File: config.mk
export PLATFORM = sky130hd
export DESIGN_NAME = uart_rx
export DESIGN_NICKNAME = d
export VERILOG_FILES = /design/src/rtl/uart_rx.sv
export SDC_FILE = /design/constraint.sdc
export NUM_CORES = 1
export LEC_CHECK = 0
export ABC_AREA = 1
export CAP_MARGIN = 20
export CORE_MARGIN = 3
export CORE_UTILIZATION = 25
export DETAILED_ROUTE_END_ITERATION = 12
export PLACE_DENSITY = 0.52
export SYNTH_ARGS = -nofsm -noshare
export SYNTH_HDL_FRONTEND = slang
export SYNTH_SLANG_ARGS = --single-unit
File: constraint.sdc
create_clock -name CLK -period 1.7 [get_ports CLK]
set_input_delay 0.34 -clock CLK [delete_from_list [all_inputs] [get_ports CLK]]
set_output_delay 0.34 -clock CLK [all_outputs]
set_load 0.005 [all_outputs]
File: src/rtl/uart_rx.sv
// UART receiver: start bit, DATA_WIDTH data bits LSB first, optional parity, one stop bit.
// Define UART_RX_MAJORITY_VOTE_EN to decode each bit as a 3-sample majority around mid-bit.
module uart_rx #(
    parameter int unsigned DATA_WIDTH     = 8,
    parameter int unsigned PRESCALE_WIDTH = 6
) (
    input  logic                      CLK,
    input  logic                      RST,
    input  logic                      RX_IN,
    input  logic [PRESCALE_WIDTH-1:0] Prescale,
    input  logic                      PAR_EN,
    input  logic                      PAR_TYP,
    output logic [DATA_WIDTH-1:0]     P_DATA,
    output logic                      Data_Valid,
    output logic                      Par_err,
    output logic                      Stp_err
);

    localparam int unsigned PW  = PRESCALE_WIDTH;
    localparam int unsigned DW  = DATA_WIDTH;
    localparam int unsigned BCW = (DW > 1) ? $clog2(DW) : 1;

    typedef enum logic [2:0] {
        IDLE,
        START,
        DATA,
        PARITY,
        STOP
    } state_t;

    state_t          state;
    logic [PW-1:0]   edge_cnt;
    logic [BCW-1:0]  bit_cnt;
    logic [PW-1:0]   prescale_q;
    logic            par_en_q;
    logic            par_typ_q;
    logic            par_err_flag;
    logic [DW-1:0]   shift_reg;
    logic            samp_mid;

    logic [PW-1:0]   sample_pt;
    logic [PW-1:0]   decide_pt;
    logic [PW-1:0]   last_edge;
    logic            bit_end;
    logic            decide;
    logic            bit_val;

    // Sample point is mid-bit; the decision is taken one cycle later so a third vote is available.
    assign sample_pt = {1'b0, prescale_q[PW-1:1]};
    assign decide_pt = sample_pt + PW'(1);
    assign last_edge = prescale_q - PW'(1);
    assign bit_end   = (edge_cnt == last_edge);
    assign decide    = (edge_cnt == decide_pt);

    always_ff @(posedge CLK) begin
        if (RST) begin
            samp_mid <= 1'b0;
        end else if (edge_cnt == sample_pt) begin
            samp_mid <= RX_IN;
        end
    end

`ifdef UART_RX_MAJORITY_VOTE_EN
    logic samp_early;

    always_ff @(posedge CLK) begin
        if (RST) begin
            samp_early <= 1'b0;
        end else if (edge_cnt == sample_pt - PW'(1)) begin
            samp_early <= RX_IN;
        end
    end

    // The third vote is the live line value at the decision count.
    assign bit_val = (samp_early & samp_mid) | (samp_early & RX_IN) | (samp_mid & RX_IN);
`else
    assign bit_val = samp_mid;
`endif

    // Frame FSM with bit/edge counters and registered result pulses.
    always_ff @(posedge CLK) begin
        if (RST) begin
            state        <= IDLE;
            edge_cnt     <= '0;
            bit_cnt      <= '0;
            prescale_q   <= '0;
            par_en_q     <= 1'b0;
            par_typ_q    <= 1'b0;
            par_err_flag <= 1'b0;
            shift_reg    <= '0;
            P_DATA       <= '0;
            Data_Valid   <= 1'b0;
            Par_err      <= 1'b0;
            Stp_err      <= 1'b0;
        end else begin
            Data_Valid <= 1'b0;
            Par_err    <= 1'b0;
            Stp_err    <= 1'b0;

            if (state != IDLE) begin
                edge_cnt <= bit_end ? '0 : edge_cnt + PW'(1);
            end

            case (state)
                IDLE: begin
                    edge_cnt <= '0;
                    bit_cnt  <= '0;
                    if (!RX_IN) begin
                        // Detection cycle is edge 0 of the start bit.
                        state        <= START;
                        edge_cnt     <= PW'(1);
                        prescale_q   <= Prescale;
                        par_en_q     <= PAR_EN;
                        par_typ_q    <= PAR_TYP;
                        par_err_flag <= 1'b0;
                    end
                end

                START: begin
                    if (decide && bit_val) begin
                        state    <= IDLE;
                        edge_cnt <= '0;
                    end else if (bit_end) begin
                        state <= DATA;
                    end
                end

                DATA: begin
                    if (decide) begin
                        shift_reg <= {bit_val, shift_reg[DW-1:1]};
                    end
                    if (bit_end) begin
                        if (bit_cnt == BCW'(DW - 1)) begin
                            bit_cnt <= '0;
                            state   <= par_en_q ? PARITY : STOP;
                        end else begin
                            bit_cnt <= bit_cnt + BCW'(1);
                        end
                    end
                end

                PARITY: begin
                    if (decide && (bit_val != ((^shift_reg) ^ par_typ_q))) begin
                        par_err_flag <= 1'b1;
                    end
                    if (bit_end) begin
                        state <= STOP;
                    end
                end

                STOP: begin
                    // Leave half a bit early so a back-to-back start edge is not missed.
                    if (decide) begin
                        state      <= IDLE;
                        edge_cnt   <= '0;
                        Data_Valid <= bit_val & ~par_err_flag;
                        Par_err    <= par_err_flag;
                        Stp_err    <= ~bit_val;
                        if (bit_val && !par_err_flag) begin
                            P_DATA <= shift_reg;
                        end
                    end
                end

                default: begin
                    state    <= IDLE;
                    edge_cnt <= '0;
                end
            endcase
        end
    end

endmodule

# Word level (Yosys, flattened, before mapping)
# Cells that the tools add are included.
[totals]
output_inout_bits = 11
regBits = 41
in_bits = 11
elab_cells = 78
[op_classes]
bitwise_logic = 7
mux = 21
addsub = 4
reduce_logical = 17
n_eq_ne = 16
[op_table]
columns = ["op", "count"]
rows = [
  ["2-to-1 mux 3 bit", 10],
  ["2-to-1 mux 6 bit", 4],
  ["case mux 6 bit (4 select lines)", 1],
  ["case mux 3 bit (5 select lines)", 1],
  ["== test 6 bit", 2],
  ["inequality test 2 bit, second input constant", 6],
  ["parity 8 bit", 1],
  ["adder 5 x 1 -> 6 bit, second input constant", 1],
  ["adder 6 x 1 -> 6 bit, second input constant", 1],
  ["== test 3 x 2 -> 1 bit, second input constant", 2],
  ["== test 3 bit, second input constant", 2],
  ["== test 6 x 5 -> 1 bit", 1],
  ["case mux 3 bit (2 select lines)", 1],
  ["AND reduction 2 bit", 3],
  ["AND reduction 3 bit", 2],
  ["AND reduction 6 bit", 1],
  ["subtractor 6 x 1 -> 6 bit, second input constant", 1],
  ["NOT 1 bit", 5],
  ["nonzero test 2 bit", 2],
  ["adder 3 x 1 -> 3 bit, second input constant", 1],
  ["== test 3 x 1 -> 1 bit, second input constant", 1],
  ["logical AND 1 bit", 3],
  ["logical NOT 3 bit", 1],
  ["2-to-1 mux 1 bit", 3],
  ["other kinds (9)", 9],
]

# Depth between registers and ports, before layout
# Gate-level depths: netlist of the first run.
[depth]
word_depth = 6
depth_mapped = 16
depth_no_buf = 16

# Worst setup path after synthesis of the first run
# No wires, ideal clock.
[synth_timing]
path_kind = "register -> register"
start = "register prescale_q[2]"
end = "register shift_reg[6]"
required_ns = 1.584
stages_incl_launch_ff = 15
setup_time_ns = 0.116
path_slack_ns = -0.073
synth_period_minus_slack_ns = 1.773
n_path_buf = 1
t_arrival_ns = 1.656
cell_sequence = "dfxtp_1 -> inv_1 -> ha_1 -> inv_1 -> nand2_1 -> nand2_1 -> nor2_1 -> nand2_1 -> nor2_4 -> nand2_2 -> inv_2 -> nand2_4 -> buf_6 -> o21ai_1 -> a21oi_1"
[synth_via]
elab_chain_cells = 3
[synth_lines]
columns = ["element", "line_no", "rtl"]
rows = [
  ["from (decl)", "34", "logic [PW-1:0] prescale_q;"],
  ["from (signal assigned)", "112", "prescale_q <= Prescale;"],
  ["adder 5 x 1 -> 6 bit", "50", "assign decide_pt = sample_pt + PW'(1);"],
  ["== test 6 bit", "53", "assign decide = (edge_cnt == decide_pt);"],
  ["AND reduction 2 bit (no line)", "-", ""],
  ["to (signal assigned)", "130", "shift_reg <= {bit_val, shift_reg[DW-1:1]};"],
  ["to (decl)", "38", "logic [DW-1:0] shift_reg;"],
]
# No other way between the ends.
# A chain may end at the register's enable or synchronous reset.

# Worst setup path in the final report of the first run
[layout_timing]
start = "register prescale_q[1]"
end = "register P_DATA[2]"
[layout_via]
elab_chain_cells = 3
[layout_lines]
columns = ["element", "line_no", "rtl"]
rows = [
  ["adder 5 x 1 -> 6 bit", "50", ""],
  ["== test 6 bit", "53", ""],
  ["AND reduction 3 bit (no line)", "-", ""],
  ["to (signal assigned)", "160", "P_DATA <= shift_reg;"],
  ["to (decl)", "13", "output logic [DATA_WIDTH-1:0] P_DATA,"],
]
# No other way between the ends.

==> flow_summary.json, run 1 <==
{
  "root_buffer": "clkbuf_8",
  "fill_cells": 893,
  "grt_pass1_wl_um": 8710,
  "worstPathArrival_ns": 2.04,
  "p_comb_share_pct": 49.2,
  "switching_share_pct": 40.8,
  "ir_drop_uv": 483,
  "final_common_cell": "nand2_1",
  "postCtsHoldBufs": 0,
  "hold_class": "reg2reg",
  "syn_area_um2": 2220,
  "grt_usage_pct": 10.6,
  "path_cells": "inv_4 > ha_4 > inv_2 > nand2_1 > nand2_1 > nor2_1 > nand2_1 > nor2_4 > nand3_4 > buf_6 > nor2_4 > o21ai_1 > a21oi_1",
  "highest_layer": "met4",
  "synth_area_per_cell_um2": 7.53,
  "io_pins": 22,
  "row_count": 33,
  "insertedDiodeCount": 0,
  "clock_path_buffers": 2,
  "drc": 0,
  "route.vias.total": 1975,
  "die_w_um": 100,
  "yosysWarningCount": 0,
  "min_from": "par_err_flag$_SDFFE_PP0P_",
  "dr_wl_met2_um": 2510,
  "final_cell_mix": "nand2_1 (43), dfxtp_1 (38), inv_1 (33)",
  "wl_met1_um": 2600,
  "startpoint_type": "flop",
  "status": "complete, but fails checks",
  "vias_per_cell": 4.30,
  "p_leak_uw": 0.00127,
  "drtAntennaViolNets": 0,
  "period_minus_slack_ns": 1.82,
  "coreArea_um2": 8420,
  "first_pass_iters": 4,
  "fin_ws_ns": -0.117,
  "cp-end-kind": "flop",
  "setup_tns_ns": -0.973,
  "seq_area_frac_synth_pct": 37.0,
  "nets": 370,
  "crit_start": "prescale_q[1]$_SDFFE_PP0P_",
  "start_util_pct": 26.4,
  "pwr-share-clk_pct": 19.7,
  "critPathRequiredTime_ns": 1.93,
  "drive_gt1_share_pct": 28.8,
  "worst_clock_skew_ns": 0.0111,
  "place.gp.congestion": 0.810,
  "power_density_nw_per_um2": 1330,
  "finalMaxSlewViolations": 0,
  "first_global_vias": 1962,
  "area_delta_synth_final_pct": 37.8,
  "cts_max_level": 2,
  "dp_cells": 443,
  "p_switching_uw": 1670,
  "max_cap_violations": 0,
  "reg2reg_from": "prescale_q[1]$_SDFFE_PP0P_",
  "drt_iter0_markers": 94,
  "final_area_um2": 3060,
  "relSlewSlack_pct": 74.0,
  "cts_tree": "done",
  "cpMaxStageDelayCell": "dfxtp_4",
  "routed_wl_um": 5210,
  "wl_per_cell_um": 11.4,
  "hold_viol": 0,
  "die_h_um": 100,
  "ys_types": 31,
  "ys_ff_latch": 41,
  "cp_max_fo": 8,
  "fin_crit_sh_pct": 107,
  "cpPeakStageDelay_ns": 0.38,
  "cts_buffers": 5,
  "max_freq_mhz": 550,
  "tightest_slew_ns": 0.387,
  "clkTransAtPathRegs_ns": 0.09,
  "hold_slack_ns": 0.480,
  "placed_cell_area_um2": 2750,
  "port_buffers": 21,
  "wl_met3_um": 84,
  "final_cells": 459,
  "seqPwrFrac_pct": 31.1,
  "clk_latency_ns": 0.30,
  "cp_common_cell": "nand2_1",
  "syn_inst": 295,
  "die_area_um2": 10100,
  "overflow": 0,
  "antenna_found_initial": 0,
  "clock-sinks": 41,
  "violations": "negative setup slack",
  "p_int_uw": 2420,
  "setup_viol": 18,
  "path_class": "reg2reg",
  "hpwlAfterDp_um": 3890,
  "rsz0062_at_grt": "yes",
  "syn_nets": 312,
  "grt_max_degree": 30
}
[cell type report]
cell class	instances	area, um2	share of cell area [%]
clock buffer	5	68.8	2.25
multi-input combinational	206	1320	43.0
clock inverter	3	46.3	1.51
inverter	42	163	5.31
timing repair buffer	57	508	16.6
sequential	41	827	27.0
tap	105	131	4.29
[layer usage]
| metal | vias to the layer above | global-route usage, % |
|---|---|---|
| met3 | 2 | 2.22 |
| met4 | 0 | 2.49 |
| met1 | 897 | 13.6 |
| li1 | 1061 | - |
| met2 | 15 | 18.2 |
| met5 | - | 0 |
[worst max-delay path, delay by kind of cell, from the launching register on]
family,cells,cell delay (ns)
AO/OA/AOI/OAI,2,0.19
adder cells (fa/ha/maj),1,0.26
buffers and inverters,3,0.21
flip-flops,1,0.38
AND/OR/NAND/NOR,7,0.70
[power by group through the flow]
| stage | sequential, uW | combinational (uW) | clock (uW) |
|---|---|---|---|
| after detailed placement | 1280 | 1790 | 0 |
| after global placement | 1280 | 1780 | 0 |
| after global routing | 1290 | 2260 | 873 |
| after floorplan | 1260 | 1270 | 0 |
| after CTS | 1270 | 1900 | 841 |
| final | 1270 | 2010 | 805 |
[worst paths after layout]
path,endpoint,slack [ns],cells after the start
setup / recovery,P_DATA[2]$_SDFFE_PP0P_,-0.12,13
hold reg to reg,Par_err$_SDFF_PP0_,0.48,2
hold / removal,Par_err$_SDFF_PP0_,0.48,2
setup reg to reg,P_DATA[2]$_SDFFE_PP0P_,-0.12,13
[what timing repair did]
action | CTS | global route
cloned | 0 | 1
endpoints found under the setup margin | 29 | 32
setup buffers | 2 | 5
pin swaps | 5 | 11
gates resized for setup | 13 | 28
hold endpoints to repair | 0 | 0
[metrics by stage]
step | util, % | power [uW] | worst slack, ns
2_1_floorplan | - | 2530 | -0.00394
3_3_place_gp | 32.6 | 3060 | -0.0866
3_5_place_dp | 32.6 | 3080 | -0.135
4_1_cts | 34.8 | 4010 | -0.0856
5_1_grt | 36.3 | 4430 | -0.238
6_report | 36.3 | 4080 | -0.117
[Yosys cell counts (all sizes together)]
master	count	area, um2
o21ai	31	159
ha	6	75.1
nor4	1	6.26
nand3b	1	7.51
xnor2	12	105
a21oi	33	176
nand4	3	18.8
nand3	16	115
nor3	4	20.0
buf	5	52.6
nor2	31	150
inv	42	158
clkbuf	2	7.51
nand2	55	241
o21a	1	7.51
a211oi	1	12.5
dfxtp	41	821
xor2	10	87.6
[cell families after synthesis]
family,after synthesis,share of synthesized area [%]
AO/OA/AOI/OAI,66,16.0
XOR/XNOR,22,8.68
adder cells (fa/ha/maj),6,3.38
buffers and inverters,49,9.80
flip-flops,41,37.0
AND/OR/NAND/NOR,111,25.2
(Power assumes the default switching activity.)
==> inputs of run 2 (changes only) <==
--- a/config.mk
+++ b/config.mk
@@ -6,6 +6,7 @@
 export NUM_CORES = 1
 export LEC_CHECK = 0
 export ABC_AREA = 1
+export ABC_CLOCK_PERIOD_IN_PS = 1700
 export CAP_MARGIN = 20
 export CORE_MARGIN = 3
 export CORE_UTILIZATION = 25
==> results of run 2 <==
Same layout as run 1: the final DEF is identical, and so are final timing and power.
